File: src/rtl/fb_mem_arbiter.sv
// fb_mem_arbiter: shares the DDR3 user port between scanout reads and render writes.
// Define FB_ARB_STATS_EN to add burst and starvation statistics outputs.
module fb_mem_arbiter #(
   parameter int ADDR_W     = 28,
   parameter int DATA_W     = 128,
   parameter int BURST_LEN  = 8,
   parameter int STARVE_MAX = 16
) (
   input  logic              clk,
   input  logic              rst_n,
   input  logic              mem_init_done,
   input  logic              rd_req,
   input  logic [ADDR_W-1:0] rd_addr,
   output logic              rd_grant,
   output logic [DATA_W-1:0] rd_data,
   output logic              rd_valid,
   input  logic              wr_req,
   input  logic [ADDR_W-1:0] wr_addr,
   output logic              wr_grant,
   input  logic [DATA_W-1:0] wr_data,
   output logic              wr_pop,
   output logic              mem_cmd_en,
   output logic              mem_cmd,
   output logic [ADDR_W-1:0] mem_addr,
   input  logic              mem_cmd_ready,
   output logic [DATA_W-1:0] mem_wr_data,
   output logic              mem_wr_en,
   input  logic              mem_wr_rdy,
   input  logic [DATA_W-1:0] mem_rd_data,
   input  logic              mem_rd_valid
`ifdef FB_ARB_STATS_EN
   ,
   output logic [15:0]       stat_rd_bursts,
   output logic [15:0]       stat_wr_bursts,
   output logic [15:0]       stat_starve
`endif
);

   localparam int          SW   = $clog2(STARVE_MAX + 1);
   localparam logic [SW-1:0] CAP  = SW'(STARVE_MAX);
   localparam logic [7:0]  LAST = 8'(BURST_LEN - 1);

   typedef enum logic [2:0] {
      IDLE,
      RD_CMD,
      RD_WAIT,
      WR_DATA,
      WR_CMD
   } state_t;

   state_t            state;
   state_t            state_nx;
   logic [ADDR_W-1:0] addr_q;
   logic [7:0]        beat_cnt;
   logic [SW-1:0]     starve_cnt;
   logic              starved;
   logic              arb_ok;
   logic              go_rd;
   logic              go_wr;
   logic              rd_beat;

   // W is forced only when it is actually waiting and R has hogged the port.
   assign starved = wr_req && (starve_cnt >= CAP);
   assign arb_ok  = rst_n && mem_init_done && (state == IDLE);
   assign go_rd   = arb_ok && rd_req && !starved;
   assign go_wr   = arb_ok && wr_req && !go_rd;
   assign rd_beat = (state == RD_WAIT) && mem_rd_valid;

   always_comb begin
      state_nx   = state;
      rd_grant   = 1'b0;
      wr_grant   = 1'b0;
      mem_cmd_en = 1'b0;
      mem_cmd    = 1'b0;
      mem_wr_en  = 1'b0;
      unique case (state)
         IDLE: begin
            if (go_rd) begin
               rd_grant = 1'b1;
               state_nx = RD_CMD;
            end else if (go_wr) begin
               wr_grant = 1'b1;
               state_nx = WR_DATA;
            end
         end
         RD_CMD: begin
            mem_cmd_en = 1'b1;
            mem_cmd    = 1'b1;
            if (mem_cmd_ready) state_nx = RD_WAIT;
         end
         RD_WAIT: begin
            if (mem_rd_valid && beat_cnt == LAST) state_nx = IDLE;
         end
         WR_DATA: begin
            mem_wr_en = 1'b1;
            if (mem_wr_rdy && beat_cnt == LAST) state_nx = WR_CMD;
         end
         WR_CMD: begin
            mem_cmd_en = 1'b1;
            if (mem_cmd_ready) state_nx = IDLE;
         end
         default: state_nx = IDLE;
      endcase
      // Strobes are silenced during reset so an abandoned burst emits nothing.
      if (!rst_n) begin
         state_nx   = IDLE;
         rd_grant   = 1'b0;
         wr_grant   = 1'b0;
         mem_cmd_en = 1'b0;
         mem_cmd    = 1'b0;
         mem_wr_en  = 1'b0;
      end
   end

   assign wr_pop      = mem_wr_en && mem_wr_rdy;
   assign mem_wr_data = mem_wr_en ? wr_data : '0;
   assign mem_addr    = addr_q;

   always_ff @(posedge clk) begin
      if (!rst_n) begin
         state    <= IDLE;
         addr_q   <= '0;
         beat_cnt <= '0;
         rd_data  <= '0;
         rd_valid <= 1'b0;
      end else begin
         state    <= state_nx;
         rd_valid <= rd_beat;
         if (rd_beat) rd_data <= mem_rd_data;
         if (rd_grant) addr_q <= rd_addr;
         else if (wr_grant) addr_q <= wr_addr;
         if (rd_grant || wr_grant) begin
            beat_cnt <= '0;
         end else if (state == RD_CMD && mem_cmd_ready) begin
            beat_cnt <= '0;
         end else if (rd_beat || wr_pop) begin
            beat_cnt <= beat_cnt + 8'd1;
         end
      end
   end

   always_ff @(posedge clk) begin
      if (!rst_n) begin
         starve_cnt <= '0;
      end else if (wr_grant) begin
         starve_cnt <= '0;
      end else if (state == IDLE && !wr_req) begin
         starve_cnt <= '0;
      end else if (rd_grant && wr_req && starve_cnt < CAP) begin
         starve_cnt <= starve_cnt + 1'b1;
      end
   end

`ifdef FB_ARB_STATS_EN
   logic rd_done;
   logic wr_done;

   assign rd_done = rd_beat && (beat_cnt == LAST);
   assign wr_done = (state == WR_CMD) && mem_cmd_ready;

   always_ff @(posedge clk) begin
      if (!rst_n) begin
         stat_rd_bursts <= '0;
         stat_wr_bursts <= '0;
         stat_starve    <= '0;
      end else begin
         if (rd_done) stat_rd_bursts <= stat_rd_bursts + 16'd1;
         if (wr_done) stat_wr_bursts <= stat_wr_bursts + 16'd1;
         // A W grant while R is also asking can only be a forced one.
         if (wr_grant && rd_req) stat_starve <= stat_starve + 16'd1;
      end
   end
`endif

endmodule

File: config.mk
export PLATFORM = sky130hd
export DESIGN_NAME = fb_mem_arbiter
export DESIGN_NICKNAME = d
export VERILOG_FILES = /design/src/rtl/fb_mem_arbiter.sv
export SDC_FILE = /design/constraint.sdc
export NUM_CORES = 1
export LEC_CHECK = 0
export CELL_PAD_IN_SITES_DETAIL_PLACEMENT = 0
export CELL_PAD_IN_SITES_GLOBAL_PLACEMENT = 1
export CORE_AREA = 5 5 237 239
export CTS_CLUSTER_SIZE = 16
export DETAILED_ROUTE_END_ITERATION = 16
export DIE_AREA = 0 0 242 244
export GPL_ROUTABILITY_DRIVEN = 0
export GPL_TIMING_DRIVEN = 0
export HOLD_SLACK_MARGIN = 0.05
export PLACE_DENSITY = 0.58
export RECOVER_POWER = 100
export SKIP_CTS_REPAIR_TIMING = 1
export SYNTH_ARGS = -nofsm -noshare
export SYNTH_HDL_FRONTEND = slang
export SYNTH_SLANG_ARGS = --single-unit
File: constraint.sdc
create_clock -name clk -period 2.31 [get_ports clk]
set_input_delay 0.462 -clock clk [delete_from_list [all_inputs] [get_ports clk]]
set_output_delay 0.462 -clock clk [all_outputs]
set_load 0.1 [all_outputs]
==> results_dict.tcl <==
set metrics [dict create \
    multi_input_area_mm2 0.00385 \
    drive_above_1_share_pct 23.4 \
    fin_area_mm2 0.0175 \
    worstReg2RegStart "state[1]" \
    grt_first_pass_wirelength_mm 65.7 \
    rows 85 \
    dp_hpwl_mm 39.3 \
    synth_xor_area_share_pct 1.07 \
    synth-async-reset-ratio_pct 0 \
    hold_ws_ps 451 \
    dieArea_mm2 0.0590 \
    drt_pass1_iterations 4 \
    syn2layout_area_growth_pct 138 \
    critPathCaptureType "output port" \
    gr-total-overflow 0 \
    power.total_mw 8.47 \
    cts.sinks 173 \
    io_pins 611 \
    rsz0062_at_grt "true" \
    htree_levels 4 \
    setup_violations 100 \
    clk_latency_ps 470 \
    hold-path-cell-count 2 \
    fill_cells 5622 \
    peakVddDrop_v 0.000494 \
    coreArea_mm2 0.0536 \
    clkTransAtPathRegs_ps 70 \
    grt_antenna_before_repair 8 \
    pwr-share-seq_pct 37.3 \
    via_count 9041 \
    hp-class "register to register" \
    path_class "register to output port" \
    grt_max_degree 18 \
    tritoncts "done" \
    cp.required_ps 1850 \
    cts_buffers 17 \
    yosys.area.top_type "dfxtp_1" \
    die-width_um 242 \
    port_buffers 610 \
    worstPathArrival_ps 1980 \
    combPwrFrac_pct 28.1 \
    hold_viol_final 0 \
    status "finished with violations" \
    intPower_mw 5.50 \
    synth_seq_cells 173 \
    synth_area_leaders "dfxtp_1 47%, nand2_1 16%, and2_1 11%, a21oi_1 9.0%, a31oi_1 2.5%" \
    wl_mm 48.6 \
    hold_path.startpoint "rd_data[19]" \
    worst_setup_path_start_kind "register" \
    synthDistinctLibCells 42 \
    synthMuxAreaShare_pct 0.408 \
    cts_buffer_depth 2 \
    yosysSeqAreaShare_pct 47.1 \
    start_util_pct 13.7 \
    post_dp_cell_area_mm2 0.0145 \
    syn_area_per_cell_um2 7.62 \
    die_h_um 244 \
    critPathLaunch "state[2]" \
    yosys.area_share.simple_pct 30.5 \
    track_usage_pct 15.1 \
    synth-edff-count 0 \
    finalSetupTns_ps -6730 \
    ys_warn_count 0 \
    synthAdderAreaFrac_pct 0.340 \
    worstMarginPinSlew_ps 1130 \
    detail-route-antenna-nets 0 \
    min_period_ps 2440 \
    synthCells 965 \
    violations "setup timing" \
    slew_headroom_pct 24.9 \
    max-cap-violations 0 \
    leakagePower_nw 9.09 \
    grt_pass1_vias 8994 \
    cts-root-buf "clkbuf_16" \
    swShare_pct 35.1 \
    drc 0 \
    skew_ps 9.07 \
    p_clk_share_pct 34.6 \
    power.switching_mw 2.97 \
    synth_area_mm2 0.00736 \
    ys.flop_type "dfxtp_1" \
    power_density_mw_per_mm2 484 \
    fin_nets 1946 \
    finalCritPeriodShare_pct 106 \
    viasPerCell 3.87 \
    synth_top_area_share_pct 47.1 \
    synth_compound_gate_area_share_pct 15.8 \
    synth_top_family_by_area "simple AND/OR/NAND/NOR gates" \
    wl_per_cell_um 20.8 \
    slew_violations 0 \
    synth_fp_nets 1287 \
    worstPathMaxFanout 7 \
    reg2reg_depth 6 \
    max_freq_mhz 409 \
    worst_slack_ps -133 \
    seqCellArea_mm2 0.00347 \
    first_iter_violations 310 \
]
-- power groups by stage --
| stage | registers (mW) | logic (mW) | clock network [mW] |
|---|---|---|---|
| final | 3.16 | 2.38 | 2.93 |
| after global routing | 3.18 | 2.49 | 3.21 |
| after CTS | 3.17 | 2.32 | 3.11 |
| after detailed placement | 3.24 | 2.31 | 0 |
| after global placement | 3.23 | 2.31 | 0 |
| after floorplan | 4.04 | 0.476 | 0 |
-- cell usage in the layout (no fill, tap or decap), types with 21 or more instances in the layout --
cell type | netlist | layout
nand2_1 | 318 | 318
clkdlybuf4s50_1 | 0 | 317
dfxtp_1 | 173 | 171
dlymetal6s2s_1 | 0 | 158
a21oi_1 | 132 | 131
buf_12 | 0 | 123
and2_4 | 0 | 113
buf_2 | 36 | 32
o21ai_0 | 29 | 29
a31oi_1 | 29 | 29
clkbuf_16 | 0 | 28
clkbuf_1 | 37 | 24
buf_6 | 0 | 21
-- cell type report --
type | instances | area share (%)
well taps | 696 | 4.98
repair buffers | 642 | 46.8
flip-flops and latches | 173 | 19.8
clock inverters | 14 | 0.873
repair inverters | 1 | 0.0429
plain buffers | 72 | 2.78
diodes | 3 | 0.0429
clock buffers | 18 | 2.45
inverters | 5 | 0.122
multi-input cells | 712 | 22.0
-- critical path, stage by stage, from the launching register on --
cell and delay (ps):
dfxtp_4 370, nand2b_4 160, nor2_4 100, buf_12 150
buf_4 130, buf_12 130, clkbuf_16 140, and2_4 150
buf_12 170
-- state kept, by name, indices dropped and copies added, names as in the netlist --
register    cells
rd_data       128
mem_addr       28
beat_cnt        8
starve_cnt      5
state           3
rd_valid        1
-- metal layers --
| layer | vias to the layer above | routed length [um] | GRT usage (%) |
|---|---|---|---|
| met1 | 4210 | 21900 | 19.5 |
| met3 | 40 | 3770 | 6.50 |
| li1 | 4463 | - | - |
| met2 | 318 | 22200 | 23.2 |
| met5 | - | 57 | 0 |
| met4 | 10 | 630 | 4.08 |
-- per-stage QoR --
step | worst slack, ps | util (%) | std cells
finish | -133 | 32.6 | 2336
global route | -223 | 32.6 | 2333
CTS | -1910 | 28.1 | 2303
detailed placement | -1910 | 27.0 | 2271
global placement | -1870 | 27.0 | 2271
floorplan | -386 | - | 965
-- Yosys cell counts, drive strengths merged (3+ instances only) --
cell and instances:
nor2b 3, a2111oi 4, nor2 17, nand2b 5, mux2i 3, a21oi 132, nand3 7, inv 5
and2 129, nand2 318, o21ai 30, xnor2 7, dfxtp 173, buf 38, and3 3, clkbuf 37
a31oi 29
-- worst paths after layout --
path	end	slack [ps]
setup / recovery	mem_wr_data[23]	-130
hold / removal	rd_data[19]	450
setup reg to reg	rd_data[17]	380
hold reg to reg	rd_data[19]	450
-- logic make-up (layout without fill, tap and decap cells) --
logic type | Yosys count | count (layout)
AO/OA/AOI/OAI | 207 | 207
adder cells (fa/ha/maj) | 2 | 2
XOR/XNOR | 9 | 9
AND/OR/NAND/NOR | 491 | 491
buffers and inverters | 80 | 752
multiplexers | 3 | 3
flip-flops | 173 | 173
other | 0 | 3
(Power assumes the default switching activity.)
